<file path="config.mk">
export PLATFORM = sky130hd
export DESIGN_NAME = gbe_rx_udp
export DESIGN_NICKNAME = d
export VERILOG_FILES = /design/src/rtl/gbe_pkg.sv /design/src/rtl/gbe_ip_csum_chk.sv /design/src/rtl/gbe_rx_udp.sv
export SDC_FILE = /design/constraint.sdc
export NUM_CORES = 1
export LEC_CHECK = 0
export ABC_AREA = 0
export BUFFER_PORTS_ARGS = -buffer_cell sky130_fd_sc_hd__clkbuf_2
export CORE_UTILIZATION = 45
export CTS_BUF_LIST = sky130_fd_sc_hd__clkbuf_8 sky130_fd_sc_hd__clkbuf_16
export DETAILED_ROUTE_END_ITERATION = 8
export GPL_ROUTABILITY_DRIVEN = 1
export PLACE_DENSITY = 0.7
export SLEW_MARGIN = 40
export SYNTH_ARGS = -nofsm -noshare
export SYNTH_HDL_FRONTEND = slang
export SYNTH_SLANG_ARGS = --single-unit
</file>
<file path="constraint.sdc">
create_clock -name mac_clk -period 6.4 [get_ports mac_clk]
set_input_delay 1.28 -clock mac_clk [delete_from_list [all_inputs] [get_ports mac_clk]]
set_output_delay 1.28 -clock mac_clk [all_outputs]
set_load 0.005 [all_outputs]
</file>
<file path="src/rtl/gbe_pkg.sv">
// Shared constants, state encoding and checksum helper for the GbE UDP
// receive and transmit paths.
package gbe_pkg;

    localparam int MAC_HDR_SIZE = 14;
    localparam int IP_HDR_SIZE  = 20;
    localparam int UDP_HDR_SIZE = 8;

    localparam logic [15:0] ETHERTYPE_IPV4 = 16'h0800;
    localparam logic [7:0]  IP_PROTO_UDP   = 8'h11;
    localparam logic [7:0]  IP_VER_IHL     = 8'h45;

    typedef enum logic [2:0] {
        ST_IDLE    = 3'd0,
        ST_HDR_MAC = 3'd1,
        ST_HDR_IP  = 3'd2,
        ST_HDR_UDP = 3'd3,
        ST_DATA    = 3'd4,
        ST_PAD     = 3'd5,
        ST_STATUS  = 3'd6,
        ST_DROP    = 3'd7
    } rx_state_t;

    // One's-complement add: 18-bit sum with the end-around carry folded twice.
    function automatic logic [15:0] csum_add(input logic [15:0] a, input logic [15:0] b);
        logic [17:0] s;
        s = {2'b00, a} + {2'b00, b};
        s = {2'b00, s[15:0]} + {16'h0000, s[17:16]};
        s = {2'b00, s[15:0]} + {16'h0000, s[17:16]};
        return s[15:0];
    endfunction

endpackage

</file>
<file path="src/rtl/gbe_ip_csum_chk.sv">
// Streaming 16-bit one's-complement accumulator over a byte stream (high
// byte first); result_ok_o reflects the sum including the byte presented now.
module gbe_ip_csum_chk
    import gbe_pkg::*;
(
    input  logic       clk_i,
    input  logic       rst_n_i,
    input  logic       clr_i,
    input  logic       en_i,
    input  logic [7:0] data_i,
    output logic       result_ok_o
);

    logic [15:0] acc_q, acc_d;
    logic [7:0]  hi_q, hi_d;
    logic        phase_q, phase_d;

    always_comb begin
        acc_d   = acc_q;
        hi_d    = hi_q;
        phase_d = phase_q;
        if (clr_i) begin
            acc_d   = 16'h0000;
            hi_d    = 8'h00;
            phase_d = 1'b0;
        end else if (en_i) begin
            if (!phase_q) begin
                hi_d    = data_i;
                phase_d = 1'b1;
            end else begin
                acc_d   = csum_add(acc_q, {hi_q, data_i});
                phase_d = 1'b0;
            end
        end
    end

    assign result_ok_o = (acc_d == 16'hFFFF);

    always_ff @(posedge clk_i or negedge rst_n_i) begin
        if (!rst_n_i) begin
            acc_q   <= 16'h0000;
            hi_q    <= 8'h00;
            phase_q <= 1'b0;
        end else begin
            acc_q   <= acc_d;
            hi_q    <= hi_d;
            phase_q <= phase_d;
        end
    end

endmodule

</file>
<file path="src/rtl/gbe_rx_udp.sv">
// GbE receive path: parses Ethernet/IPv4/UDP headers, filters on local
// MAC/IP/port and streams the UDP payload to the application.
module gbe_rx_udp
    import gbe_pkg::*;
#(
    parameter bit CHECK_IP_CSUM = 1'b1,
    parameter bit ACCEPT_BCAST  = 1'b1
) (
    input  logic        mac_clk,
    input  logic        mac_rst_n,
    input  logic [7:0]  mac_rx_data,
    input  logic        mac_rx_dvld,
    input  logic        mac_rx_goodframe,
    input  logic        mac_rx_badframe,
    input  logic        local_enable,
    input  logic [47:0] local_mac,
    input  logic [31:0] local_ip,
    input  logic [15:0] local_port,
    output logic [7:0]  app_data,
    output logic        app_dvld,
    output logic        app_eof,
    output logic        app_done,
    output logic        app_ok,
    output logic [31:0] app_srcip,
    output logic [15:0] app_srcport,
    output logic [31:0] stat_rx_good,
    output logic [31:0] stat_rx_drop,
    output logic [2:0]  dbg_state_o
);

    localparam logic [5:0] MAC_LAST = 6'(MAC_HDR_SIZE - 1);
    localparam logic [5:0] IP_LAST  = 6'(MAC_HDR_SIZE + IP_HDR_SIZE - 1);
    localparam logic [5:0] UDP_LAST = 6'(MAC_HDR_SIZE + IP_HDR_SIZE + UDP_HDR_SIZE - 1);

    rx_state_t   state_q, state_d;
    logic [5:0]  idx_q, idx_d;
    logic [15:0] rem_q, rem_d;
    logic [7:0]  len_hi_q, len_hi_d;
    logic        mac_ok_q, mac_ok_d, bc_ok_q, bc_ok_d;
    logic [31:0] src_ip_q, src_ip_d;
    logic [15:0] src_port_q, src_port_d;
    logic        complete_q, complete_d, armed_q, armed_d;
    logic        pend_q, pend_d, pend_good_q, pend_good_d;
    logic [7:0]  app_data_q, app_data_d;
    logic        app_dvld_q, app_dvld_d, app_eof_q, app_eof_d;
    logic        app_done_q, app_done_d, app_ok_q, app_ok_d;
    logic [31:0] app_srcip_q, app_srcip_d;
    logic [15:0] app_srcport_q, app_srcport_d;
    logic [31:0] stat_good_q, stat_good_d, stat_drop_q, stat_drop_d;

    logic [7:0]  mac_byte, exp_byte;
    logic        exp_en, mac_ok_n, bc_ok_n, hdr_fail, csum_ok;
    logic        status_v, status_good, do_done, do_drop, trunc_eof;

    gbe_ip_csum_chk u_csum (
        .clk_i       (mac_clk),
        .rst_n_i     (mac_rst_n),
        .clr_i       (state_q == ST_IDLE),
        .en_i        (mac_rx_dvld && (state_q == ST_HDR_IP)),
        .data_i      (mac_rx_data),
        .result_ok_o (csum_ok)
    );

    always_comb begin
        mac_byte = 8'h00;
        exp_en   = 1'b0;
        exp_byte = 8'h00;
        case (idx_q)
            6'd1:  mac_byte = local_mac[39:32];
            6'd2:  mac_byte = local_mac[31:24];
            6'd3:  mac_byte = local_mac[23:16];
            6'd4:  mac_byte = local_mac[15:8];
            6'd5:  mac_byte = local_mac[7:0];
            6'd12: begin exp_en = 1'b1; exp_byte = ETHERTYPE_IPV4[15:8]; end
            6'd13: begin exp_en = 1'b1; exp_byte = ETHERTYPE_IPV4[7:0];  end
            6'd14: begin exp_en = 1'b1; exp_byte = IP_VER_IHL;           end
            6'd23: begin exp_en = 1'b1; exp_byte = IP_PROTO_UDP;         end
            6'd30: begin exp_en = 1'b1; exp_byte = local_ip[31:24];      end
            6'd31: begin exp_en = 1'b1; exp_byte = local_ip[23:16];      end
            6'd32: begin exp_en = 1'b1; exp_byte = local_ip[15:8];       end
            6'd33: begin exp_en = 1'b1; exp_byte = local_ip[7:0];        end
            6'd36: begin exp_en = 1'b1; exp_byte = local_port[15:8];     end
            6'd37: begin exp_en = 1'b1; exp_byte = local_port[7:0];      end
            default: ;
        endcase
    end

    assign mac_ok_n = mac_ok_q && (mac_rx_data == mac_byte);
    assign bc_ok_n  = bc_ok_q && (mac_rx_data == 8'hFF);

    always_comb begin
        hdr_fail = exp_en && (mac_rx_data != exp_byte);
        if (idx_q == 6'd5 && !(mac_ok_n || (ACCEPT_BCAST && bc_ok_n)))
            hdr_fail = 1'b1;
        if (idx_q == IP_LAST && CHECK_IP_CSUM && !csum_ok)
            hdr_fail = 1'b1;
        if (idx_q == 6'd39 && ({len_hi_q, mac_rx_data} <= 16'(UDP_HDR_SIZE)))
            hdr_fail = 1'b1;
    end

    // A status pulse seen while dvld is still high is parked until dvld falls.
    assign status_v    = mac_rx_goodframe || mac_rx_badframe || pend_q;
    assign status_good = pend_q ? pend_good_q : mac_rx_goodframe;
    // Truncation with a byte already on the output: flag it as the last one now.
    assign trunc_eof   = (state_q == ST_DATA) && !mac_rx_dvld && app_dvld_q;

    always_comb begin
        state_d       = state_q;
        idx_d         = idx_q;
        rem_d         = rem_q;
        len_hi_d      = len_hi_q;
        mac_ok_d      = mac_ok_q;
        bc_ok_d       = bc_ok_q;
        src_ip_d      = src_ip_q;
        src_port_d    = src_port_q;
        complete_d    = complete_q;
        armed_d       = armed_q || !mac_rx_dvld;
        pend_d        = pend_q;
        pend_good_d   = pend_good_q;
        app_data_d    = app_data_q;
        app_dvld_d    = 1'b0;
        app_eof_d     = 1'b0;
        app_done_d    = 1'b0;
        app_ok_d      = 1'b0;
        app_srcip_d   = app_srcip_q;
        app_srcport_d = app_srcport_q;
        stat_good_d   = stat_good_q;
        stat_drop_d   = stat_drop_q;
        do_done       = 1'b0;
        do_drop       = 1'b0;

        if (state_q != ST_IDLE && mac_rx_dvld && (mac_rx_goodframe || mac_rx_badframe)) begin
            pend_d      = 1'b1;
            pend_good_d = mac_rx_goodframe;
        end

        case (state_q)
            ST_IDLE: begin
                if (mac_rx_dvld && armed_q) begin
                    idx_d      = 6'd1;
                    mac_ok_d   = (mac_rx_data == local_mac[47:40]);
                    bc_ok_d    = (mac_rx_data == 8'hFF);
                    complete_d = 1'b0;
                    state_d    = local_enable ? ST_HDR_MAC : ST_DROP;
                end
            end
            ST_HDR_MAC, ST_HDR_IP, ST_HDR_UDP: begin
                if (!mac_rx_dvld) begin
                    state_d = ST_DROP;
                end else begin
                    idx_d = idx_q + 6'd1;
                    if (idx_q < 6'd6) begin
                        mac_ok_d = mac_ok_n;
                        bc_ok_d  = bc_ok_n;
                    end
                    if (idx_q >= 6'd26 && idx_q <= 6'd29) src_ip_d = {src_ip_q[23:0], mac_rx_data};
                    if (idx_q == 6'd34 || idx_q == 6'd35) src_port_d = {src_port_q[7:0], mac_rx_data};
                    if (idx_q == 6'd38) len_hi_d = mac_rx_data;
                    if (idx_q == 6'd39) rem_d = {len_hi_q, mac_rx_data} - 16'(UDP_HDR_SIZE);
                    if (hdr_fail) begin
                        state_d = ST_DROP;
                    end else if (idx_q == MAC_LAST) begin
                        state_d = ST_HDR_IP;
                    end else if (idx_q == IP_LAST) begin
                        state_d = ST_HDR_UDP;
                    end else if (idx_q == UDP_LAST) begin
                        state_d       = ST_DATA;
                        app_srcip_d   = src_ip_q;
                        app_srcport_d = src_port_q;
                    end
                end
            end
            ST_DATA: begin
                if (mac_rx_dvld) begin
                    app_data_d = mac_rx_data;
                    app_dvld_d = 1'b1;
                    rem_d      = rem_q - 16'd1;
                    if (rem_q == 16'd1) begin
                        app_eof_d  = 1'b1;
                        complete_d = 1'b1;
                        state_d    = ST_PAD;
                    end
                end else begin
                    if (!app_dvld_q) app_eof_d = 1'b1;
                    if (status_v) do_done = 1'b1;
                    else state_d = ST_STATUS;
                end
            end
            ST_PAD, ST_STATUS: begin
                if (!mac_rx_dvld) begin
                    if (status_v) do_done = 1'b1;
                    else state_d = ST_STATUS;
                end
            end
            ST_DROP: begin
                if (!mac_rx_dvld && status_v) do_drop = 1'b1;
            end
            default: state_d = ST_IDLE;
        endcase

        if (do_done) begin
            app_done_d = 1'b1;
            app_ok_d   = status_good && complete_q;
            if (status_good && complete_q) stat_good_d = stat_good_q + 32'd1;
            else stat_drop_d = stat_drop_q + 32'd1;
        end
        if (do_drop) stat_drop_d = stat_drop_q + 32'd1;
        if (do_done || do_drop) begin
            state_d = ST_IDLE;
            pend_d  = 1'b0;
        end
    end

    always_ff @(posedge mac_clk or negedge mac_rst_n) begin
        if (!mac_rst_n) begin
            state_q       <= ST_IDLE;
            idx_q         <= 6'd0;
            rem_q         <= 16'h0000;
            len_hi_q      <= 8'h00;
            mac_ok_q      <= 1'b0;
            bc_ok_q       <= 1'b0;
            src_ip_q      <= 32'h0;
            src_port_q    <= 16'h0;
            complete_q    <= 1'b0;
            armed_q       <= 1'b0;
            pend_q        <= 1'b0;
            pend_good_q   <= 1'b0;
            app_data_q    <= 8'h00;
            app_dvld_q    <= 1'b0;
            app_eof_q     <= 1'b0;
            app_done_q    <= 1'b0;
            app_ok_q      <= 1'b0;
            app_srcip_q   <= 32'h0;
            app_srcport_q <= 16'h0;
            stat_good_q   <= 32'h0;
            stat_drop_q   <= 32'h0;
        end else begin
            state_q       <= state_d;
            idx_q         <= idx_d;
            rem_q         <= rem_d;
            len_hi_q      <= len_hi_d;
            mac_ok_q      <= mac_ok_d;
            bc_ok_q       <= bc_ok_d;
            src_ip_q      <= src_ip_d;
            src_port_q    <= src_port_d;
            complete_q    <= complete_d;
            armed_q       <= armed_d;
            pend_q        <= pend_d;
            pend_good_q   <= pend_good_d;
            app_data_q    <= app_data_d;
            app_dvld_q    <= app_dvld_d;
            app_eof_q     <= app_eof_d;
            app_done_q    <= app_done_d;
            app_ok_q      <= app_ok_d;
            app_srcip_q   <= app_srcip_d;
            app_srcport_q <= app_srcport_d;
            stat_good_q   <= stat_good_d;
            stat_drop_q   <= stat_drop_d;
        end
    end

    // app_dvld qualifies app_data and app_eof; the stream has no backpressure.
    assign app_data     = app_data_q;
    assign app_dvld     = app_dvld_q;
    assign app_eof      = app_eof_q || trunc_eof;
    assign app_done     = app_done_q;
    assign app_ok       = app_ok_q;
    assign app_srcip    = app_srcip_q;
    assign app_srcport  = app_srcport_q;
    assign stat_rx_good = stat_good_q;
    assign stat_rx_drop = stat_drop_q;
    assign dbg_state_o  = state_q;

endmodule

</file>
==> flow_metrics.py, run 1 <==
metrics = {
    "run_status": {
        "status": "complete, no violations",
    },
    "final_layout": {
        "drive_above_1_share": 0.3043,
        "multi_input_area_um2": 7034,
        "n_fill_cell": 2562,
        "final_cell_mix": "235 x dfrtp_1, 234 x clkbuf_2, 110 x nand2_1",
        "area_growth_pct": 22.08,
        "final_common_cell": "dfrtp_1",
        "regArea_um2": 5907,
        "nets": 1672,
        "antennaDiodeCount": 0,
    },
    "clock_tree": {
        "clkSlewWorstSetupHoldPaths_ns": 0.06,
        "clock-sinks": 236,
        "cts_buffers": 26,
        "clkLatencyLatePin_ns": 0.53,
        "cts_root_buf": "clkbuf_16",
        "tritoncts": "built",
        "clock_path_buffers": 3,
        "htreeDepth": 1,
    },
    "power_and_ir_drop": {
        "power_density_nw_per_um2": 340.6,
        "peakVddDrop_mv": 0.2388,
        "power_mw": 5.456,
        "p_leak_nw": 7.833,
    },
    "logic_synthesis": {
        "synth_cell_types": 93,
        "synth_edf_count": 0,
        "netlist_area_um2": 13120,
        "syn-num-nets": 1421,
        "synthCells": 1280,
        "ys_seq_area_frac": 0.4501,
        "synthArstFlopShare": 1.000,
        "synth.avg_cell_area_um2": 10.25,
        "synth-main-ff-cell": "dfrtp_1",
        "ys_warn_count": 0,
        "ys_seq_elements": 236,
    },
    "worst_setup_path": {
        "slowest_delay_ns": 0.35,
        "cp_slowest_cell": "fa_2",
        "arrival_ns": 6.44,
        "endpoint_kind": "register",
        "crit_path_start_kind": "primary input",
        "cp_data_required_time_ns": 6.79,
        "crit_type": "primary input to register",
        "critPathMaxFanout": 4,
    },
    "detailed_routing": {
        "drtPass1Iterations": 5,
        "drt_iter0_drc": 621,
        "vias": 10890,
        "wl_um": 35230,
        "via_per_inst": 5.628,
        "final_antenna_net_count": 0,
        "routedWlPerCell_um": 18.21,
        "drc": 0,
    },
    "grt": {
        "grt_pass1_wl_um": 56970,
        "antenna_found_initial": 0,
        "grt_max_degree": 110,
        "grt_pass1_vias": 10760,
        "globalRouteOverflowTotal": 0,
        "grt_use_total": 0.2335,
    },
    "die": {
        "die-area_um2": 29850,
        "dieHeight_um": 172.8,
        "num_io_pins": 237,
        "rows": 62,
        "start_util": 0.4571,
        "die_width_um": 172.8,
        "coreArea_um2": 28700,
    },
    "timing": {
        "setup_violations": 0,
        "hold_viol_final": 0,
        "fmax_mhz": 165.2,
        "clock_skew_ns": 0.01217,
        "worst_pin_slew_ns": 0.7968,
        "relSlewSlack": 0.4551,
        "slew_violations": 0,
        "fin_hold_ws_ns": 0.4660,
        "fin_crit_ns": 6.053,
        "fin_crit_sh": 0.9458,
    },
    "placement": {
        "io_buffers": 236,
        "hpwl_um": 25650,
        "gp_congestion": 0.9431,
    },
    "hold_path": {
        "hold_class": "register to register",
    },
    "job": {
        "maxCapViolCount": 0,
    },
}
-- cell usage after synthesis (30+ instances only) --
cell type | number | area, um^2
dfrtp_1 | 236 | 5906
nand2_1 | 111 | 416.7
mux2_2 | 90 | 1013
xnor2_1 | 80 | 700.7
nor2_1 | 79 | 296.5
o21ai_0 | 66 | 330.3
nand3_1 | 55 | 275.3
clkbuf_1 | 46 | 172.7
xor2_1 | 44 | 385.4
a21oi_1 | 43 | 215.2
and3_1 | 42 | 262.8
ha_1 | 30 | 375.4
-- cell families after synthesis --
group	share of synthesized area
adder cells (fa/ha/maj)	0.03013
buffers and inverters	0.02813
XOR/XNOR	0.08925
AO/OA/AOI/OAI	0.1241
multiplexers	0.1014
flip-flops	0.4501
AND/OR/NAND/NOR	0.1770
-- path summary, 6_finish.rpt --
kind,startpoint,slack [ns],cells past startpoint,to
max,mac_rx_data[0],0.35,31,dbg_state_o[2]$_DFFE_PN0P_
min in group asynchronous,mac_rst_n,0.62,1,src_ip_q[30]$_DFFE_PN0P_
min reg2reg,stat_rx_good[31]$_DFFE_PN0P_,0.47,1,stat_rx_good[31]$_DFFE_PN0P_
max reg2reg,u_csum.acc_q[0]$_DFF_PN0_,0.76,30,dbg_state_o[2]$_DFFE_PN0P_
max in group asynchronous,mac_rst_n,4.48,3,stat_rx_drop[0]$_DFFE_PN0P_
min,stat_rx_good[31]$_DFFE_PN0P_,0.47,1,stat_rx_good[31]$_DFFE_PN0P_
-- state kept, by name (all words and copies together), names as in the netlist, 3 cells and up --
register / cells
app_data: 8
app_srcip: 32
app_srcport: 16
src_ip_q: 32
rem_q: 16
stat_rx_good: 32
src_port_q: 16
dbg_state_o: 3
u_csum.hi_q: 8
idx_q: 6
u_csum.acc_q: 16
len_hi_q: 8
stat_rx_drop: 32
-- metrics by stage --
step	setup WS, ns	TNS (ns)	util	cell area, um^2	cells
after detailed placement	-0.4598	-0.5714	0.5224	14990	1883
after floorplan	-0.05312	-0.05312	-	13220	1280
final	0.3468	0	0.5581	16020	1935
after CTS	0.06914	0	0.5540	15900	1931
after global placement	-0.3305	-0.3305	0.5212	14960	1883
after global routing	-0.03476	-0.03476	0.5581	16020	1935
-- critical path, delay by kind of cell --
family | cells | cell delay (ns)
buf+inv | 2 | 0.15
fa+ha+maj | 5 | 0.99
xor+xnor | 1 | 0.13
simple gates | 11 | 2.16
compound gates | 12 | 1.74
-- layout make-up --
type                    count  share of cell area
inverters                  25            0.005858
well taps                 384             0.03000
clock inverters            15            0.009217
clock buffers              33             0.04734
repair buffers            286             0.09967
multi-input cells         956              0.4391
flip-flops and latches    236              0.3688
-- repair_timing --
| action | CTS | global route |
|---|---|---|
| resized for setup | 0 | 12 |
| endpoints found under the setup margin | 0 | 2 |
| hold buffers | 0 | 0 |
| buffers inserted | 0 | 3 |
-- routing by layer --
metal / share of wire / global-route usage
met1: 0.43 / 0.3116
met2: 0.49 / 0.3968
met3: 0.053 / 0.02902
met4: 0.027 / 0.07080
met5: 0 / 0
-- where the power goes --
| group | leakage [nW] | internal [mW] | switching, mW |
|---|---|---|---|
| Sequential | 3.21 | 1.68 | 0.251 |
| Clock | 0.466 | 0.951 | 0.597 |
| Combinational | 4.16 | 0.813 | 1.16 |
| Total | 7.83 | 3.44 | 2.01 |
No activity file was read; power rests on OpenSTA's default activity.
==> run 2, diff against run 1 <==
--- a/config.mk
+++ b/config.mk
@@ -12,6 +12,7 @@
 export DETAILED_ROUTE_END_ITERATION = 8
 export GPL_ROUTABILITY_DRIVEN = 1
 export PLACE_DENSITY = 0.7
+export RECOVER_POWER = 50
 export SLEW_MARGIN = 40
 export SYNTH_ARGS = -nofsm -noshare
 export SYNTH_HDL_FRONTEND = slang
==> flow_metrics.py, run 2 (same netlist as run 1, synthesis figures left out) <==
metrics = {
    "detailed_routing": {
        "wl_um": 35170,
        "highest_layer": "met4",
        "wl_met3_um": 1870,
        "final_antenna_net_count": 0,
        "drtPass1Iterations": 5,
        "drc": 0,
        "wl_met1_um": 15120,
        "routedWlPerCell_um": 18.18,
        "vias": 10830,
        "drt_iter0_drc": 613,
        "wl_met2_um": 17340,
        "via_per_inst": 5.598,
    },
    "hold_path": {
        "hold_class": "register to register",
    },
    "power_and_ir_drop": {
        "netSwitchingFraction": 0.3685,
        "peakVddDrop_mv": 0.2393,
        "p_leak_nw": 7.755,
        "power_density_nw_per_um2": 341.2,
        "p_sw_mw": 2.004,
        "p_comb_frac": 0.361,
        "p_seq_frac": 0.354,
        "intPower_mw": 3.434,
        "pwr-share-clk": 0.285,
    },
    "clock_tree": {
        "htreeDepth": 1,
        "tritoncts": "built",
        "cts_buffers": 26,
        "clkLatencyLatePin_ns": 0.53,
        "clock_path_buffers": 3,
        "cts_hold_buf": 0,
        "cts_root_buf": "clkbuf_16",
        "clock-sinks": 236,
        "clkSlewWorstSetupHoldPaths_ns": 0.06,
    },
    "final_layout": {
        "utilization": 0.5553,
        "antennaDiodeCount": 0,
        "multi_input_area_um2": 7019,
        "drive_above_1_share": 0.2914,
        "nets": 1672,
        "final_common_cell": "dfrtp_1",
        "n_fill_cell": 2570,
        "final_cell_mix": "235 x dfrtp_1, 220 x clkbuf_2, 110 x nand2_1",
        "regArea_um2": 5907,
        "area_growth_pct": 21.46,
    },
    "timing": {
        "slew_violations": 261,
        "fin_crit_sh": 0.9472,
        "relSlewSlack": -0.9601,
        "fmax_mhz": 165.0,
        "hold_viol_final": 0,
        "worst_pin_slew_ns": 2.940,
        "clock_skew_ns": 0.01391,
        "fin_crit_ns": 6.062,
        "layout_setup_ws_ns": 0.3379,
        "setup_violations": 0,
        "fin_hold_ws_ns": 0.4670,
    },
    "placement": {
        "hpwl_um": 25650,
        "io_buffers": 236,
        "gp_congestion": 0.9431,
        "dp_slack_ns": -0.4598,
    },
    "die": {
        "start_util": 0.4571,
        "die-area_um2": 29850,
        "coreArea_um2": 28700,
        "rows": 62,
        "die_width_um": 172.8,
        "num_io_pins": 237,
        "dieHeight_um": 172.8,
    },
    "worst_setup_path": {
        "cp_data_required_time_ns": 6.78,
        "crit_path_start_kind": "primary input",
        "arrival_ns": 6.44,
        "crit_family": "simple AND/OR/NAND/NOR gates",
        "crit_type": "primary input to register",
        "worst-path-buf-inv": 2,
        "endpoint_kind": "register",
        "critPathMaxFanout": 4,
        "cp_slowest_cell": "fa_2",
        "slowest_delay_ns": 0.35,
    },
    "run_status": {
        "status": "finished with violations",
        "violations": "max-capacitance violations, max-slew violations",
    },
    "grt": {
        "grt_use_total": 0.2335,
        "grt_max_degree": 110,
        "grt_pass1_wl_um": 56970,
        "antenna_found_initial": 0,
        "grt_pass1_vias": 10760,
        "globalRouteOverflowTotal": 0,
    },
    "job": {
        "maxCapViolCount": 5,
    },
}
-- run 2: changes by cell type in the layout (fill, tap and decap cells not counted), sizes merged --
cell,previous run,this run
clkbuf,267,270
buf,52,48
clkdlybuf4s25,0,1
-- run 2: layout make-up --
class	count	share of cell area
clock inverter	15	0.009264
tap	384	0.03015
multi-input combinational	956	0.4404
clock buffer	33	0.04757
sequential	236	0.3706
inverter	25	0.005888
timing repair buffer	286	0.09609
-- run 2: layer usage --
metal  vias to the layer above  GRT usage
li1                       5121          -
met1                      5322     0.3116
met2                       329     0.3968
met3                        60    0.02902
met4                         0    0.07080
met5                         -          0
-- run 2: what timing repair did --
action	4_1_cts	5_1_grt
resized for setup	0	12
setup buffers	0	3
setup endpoints to repair	0	2
-- run 2: per-stage QoR --
stage	total power [mW]	instances	area [um^2]	TNS, ns
finish	5.439	1935	15940	0
global route	5.755	1935	15940	-0.03478
CTS	5.444	1931	15900	0
detailed placement	3.887	1883	14990	-0.5714
global placement	3.829	1883	14960	-0.3305
floorplan	3.261	1280	13220	-0.05312
-- run 2: power by group through the flow --
| stage | sequential, mW | clock (mW) | combinational [mW] |
|---|---|---|---|
| final | 1.92 | 1.55 | 1.96 |
| after detailed placement | 1.95 | 0 | 1.94 |
| after CTS | 1.92 | 1.58 | 1.94 |
| after global placement | 1.93 | 0 | 1.90 |
| after global routing | 1.95 | 1.64 | 2.16 |
| after floorplan | 1.82 | 0 | 1.44 |
-- run 2: worst paths after layout --
kind	startpoint	endpoint	slack (ns)	depth (start not counted)
worst max-delay path	mac_rx_data[0]	dbg_state_o[2]$_DFFE_PN0P_	0.34	31
worst min-delay path	stat_rx_good[31]$_DFFE_PN0P_	stat_rx_good[31]$_DFFE_PN0P_	0.47	1
worst max register to register	u_csum.acc_q[0]$_DFF_PN0_	dbg_state_o[2]$_DFFE_PN0P_	0.76	30
worst min register to register	stat_rx_good[31]$_DFFE_PN0P_	stat_rx_good[31]$_DFFE_PN0P_	0.47	1
max in group asynchronous	mac_rst_n	app_ok$_DFF_PN0_	1.07	3
min in group asynchronous	mac_rst_n	src_ip_q[30]$_DFFE_PN0P_	1.26	1
==> run 3, diff against run 2 <==
--- a/config.mk
+++ b/config.mk
@@ -11,7 +11,7 @@
 export CTS_BUF_LIST = sky130_fd_sc_hd__clkbuf_8 sky130_fd_sc_hd__clkbuf_16
 export DETAILED_ROUTE_END_ITERATION = 8
 export GPL_ROUTABILITY_DRIVEN = 1
-export PLACE_DENSITY = 0.7
+export PLACE_DENSITY = 0.67
 export RECOVER_POWER = 50
 export SLEW_MARGIN = 40
 export SYNTH_ARGS = -nofsm -noshare
==> flow_metrics.py, run 3 (same netlist as run 1, synthesis figures left out) <==
metrics = {
    "run_status": {
        "status": "finished with violations",
        "violations": "max-capacitance violations, max-slew violations",
    },
    "power_and_ir_drop": {
        "p_leak_nw": 7.698,
        "power_mw": 5.179,
        "power_density_nw_per_um2": 328.2,
        "peakVddDrop_mv": 0.1931,
    },
    "worst_setup_path": {
        "crit_type": "primary input to register",
        "r2r-end": "dbg_state_o[2]$_DFFE_PN0P_",
        "r2r_slack_ns": 0.85,
        "cp_slowest_cell": "fa_2",
        "crit_path_start_kind": "primary input",
        "slowest_delay_ns": 0.38,
        "arrival_ns": 6.40,
        "reg2reg_from": "u_csum.acc_q[0]$_DFF_PN0_",
        "endpoint_kind": "register",
        "crit_start": "mac_rx_data[0]",
        "cp_data_required_time_ns": 6.78,
        "reg2reg_depth": 30,
        "critPathMaxFanout": 4,
    },
    "hold_path": {
        "hold-path-endpoint": "stat_rx_drop[31]$_DFFE_PN0P_",
        "hold_class": "register to register",
        "worstHoldPathCells": 1,
        "worstHoldStart": "stat_rx_drop[31]$_DFFE_PN0P_",
    },
    "timing": {
        "relSlewSlack": -1.162,
        "fin_hold_ws_ns": 0.4652,
        "slew_violations": 171,
        "fin_crit_ns": 6.024,
        "hold_viol_final": 0,
        "setup_violations": 0,
        "fmax_mhz": 166.0,
        "fin_crit_sh": 0.9413,
        "worst_pin_slew_ns": 3.244,
        "tns_ns": 0,
        "clock_skew_ns": 0.01474,
    },
    "die": {
        "die_width_um": 172.8,
        "coreArea_um2": 28700,
        "rows": 62,
        "num_io_pins": 237,
        "dieHeight_um": 172.8,
        "start_util": 0.4571,
        "die-area_um2": 29850,
    },
    "final_layout": {
        "drive_above_1_share": 0.2887,
        "final_cell_mix": "235 x dfrtp_1, 221 x clkbuf_2, 111 x nand2_1",
        "nets": 1671,
        "area_growth_pct": 20.24,
        "final_common_cell": "dfrtp_1",
    },
    "placement": {
        "gp_congestion": 0.8890,
        "hpwl_um": 24980,
        "io_buffers": 236,
    },
    "clock_tree": {
        "clkLatencyLatePin_ns": 0.51,
        "clock-sinks": 236,
        "cts_root_buf": "clkbuf_16",
        "htreeDepth": 1,
        "clkSlewWorstSetupHoldPaths_ns": 0.06,
        "tritoncts": "built",
        "cts_buffers": 24,
        "clock_path_buffers": 3,
    },
    "detailed_routing": {
        "drt_iter0_drc": 855,
        "drtPass1Iterations": 5,
        "routedWlPerCell_um": 17.74,
        "drc": 0,
        "vias": 10770,
        "final_antenna_net_count": 0,
        "wl_um": 34230,
        "via_per_inst": 5.579,
    },
    "grt": {
        "grt_pass1_wl_um": 56500,
        "grt_pass1_vias": 10600,
        "grt_use_total": 0.2296,
        "globalRouteOverflowTotal": 0,
        "antenna_found_initial": 1,
        "grt_max_degree": 137,
    },
    "job": {
        "maxCapViolCount": 2,
    },
}
## run 3: layout make-up
cell class	count	area [um^2]
antenna	1	2.502
clock buffer	30	683.2
clock inverter	11	57.56
fill	2579	12920
inverter	25	93.84
multi-input combinational	956	6992
sequential	236	5907
tap	384	480.5
timing repair buffer	287	1562
## run 3: per-layer routing
| layer | track usage | up-vias | part of all wire |
|---|---|---|---|
| li1 | - | 5126 | - |
| met1 | 0.3166 | 5288 | 0.45 |
| met2 | 0.3816 | 310 | 0.49 |
| met3 | 0.03320 | 44 | 0.053 |
| met4 | 0.05494 | 0 | 0.016 |
| met5 | 0 | - | 0 |
## run 3: what timing repair did
| action | CTS | global route |
|---|---|---|
| hold buffers | 0 | 0 |
| setup endpoints to repair | 0 | 1 |
| setup buffers | 0 | 3 |
| resized for setup | 0 | 10 |
## run 3: worst max-delay path by stage
stage,end,cells after the start
floorplan,dbg_state_o[2]$_DFFE_PN0P_,31
CTS,dbg_state_o[2]$_DFFE_PN0P_,31
finish,dbg_state_o[2]$_DFFE_PN0P_,31
global placement,dbg_state_o[2]$_DFFE_PN0P_,31
detailed placement,dbg_state_o[2]$_DFFE_PN0P_,31
global route,dbg_state_o[2]$_DFFE_PN0P_,31
## run 3: power by group
part	internal (mW)	total [mW]	switching (mW)
Sequential	1.68	1.91	0.228
Combinational	0.799	1.96	1.16
Clock	0.749	1.31	0.561
## run 3: worst max-delay path: cells and delay by family
| kind | cells | cell delay, ns |
|---|---|---|
| AOI/OAI and AO/OA | 12 | 1.73 |
| and+or+nand+nor | 11 | 2.04 |
| adders and majority gates | 5 | 1.06 |
| xor gates and xnor gates | 1 | 0.13 |
| buffers and inverters | 2 | 0.15 |
## run 3: stage by stage
stage / setup WS [ns] / instances / utilization / area [um^2]
after global routing: -0.0005178 / 1929 / 0.5496 / 15780
after global placement: -0.2190 / 1883 / 0.5217 / 14970
after CTS: 0.1458 / 1924 / 0.5481 / 15730
after floorplan: -0.05312 / 1280 / - / 13220
final: 0.3758 / 1930 / 0.5497 / 15780
after detailed placement: -0.3926 / 1883 / 0.5223 / 14990
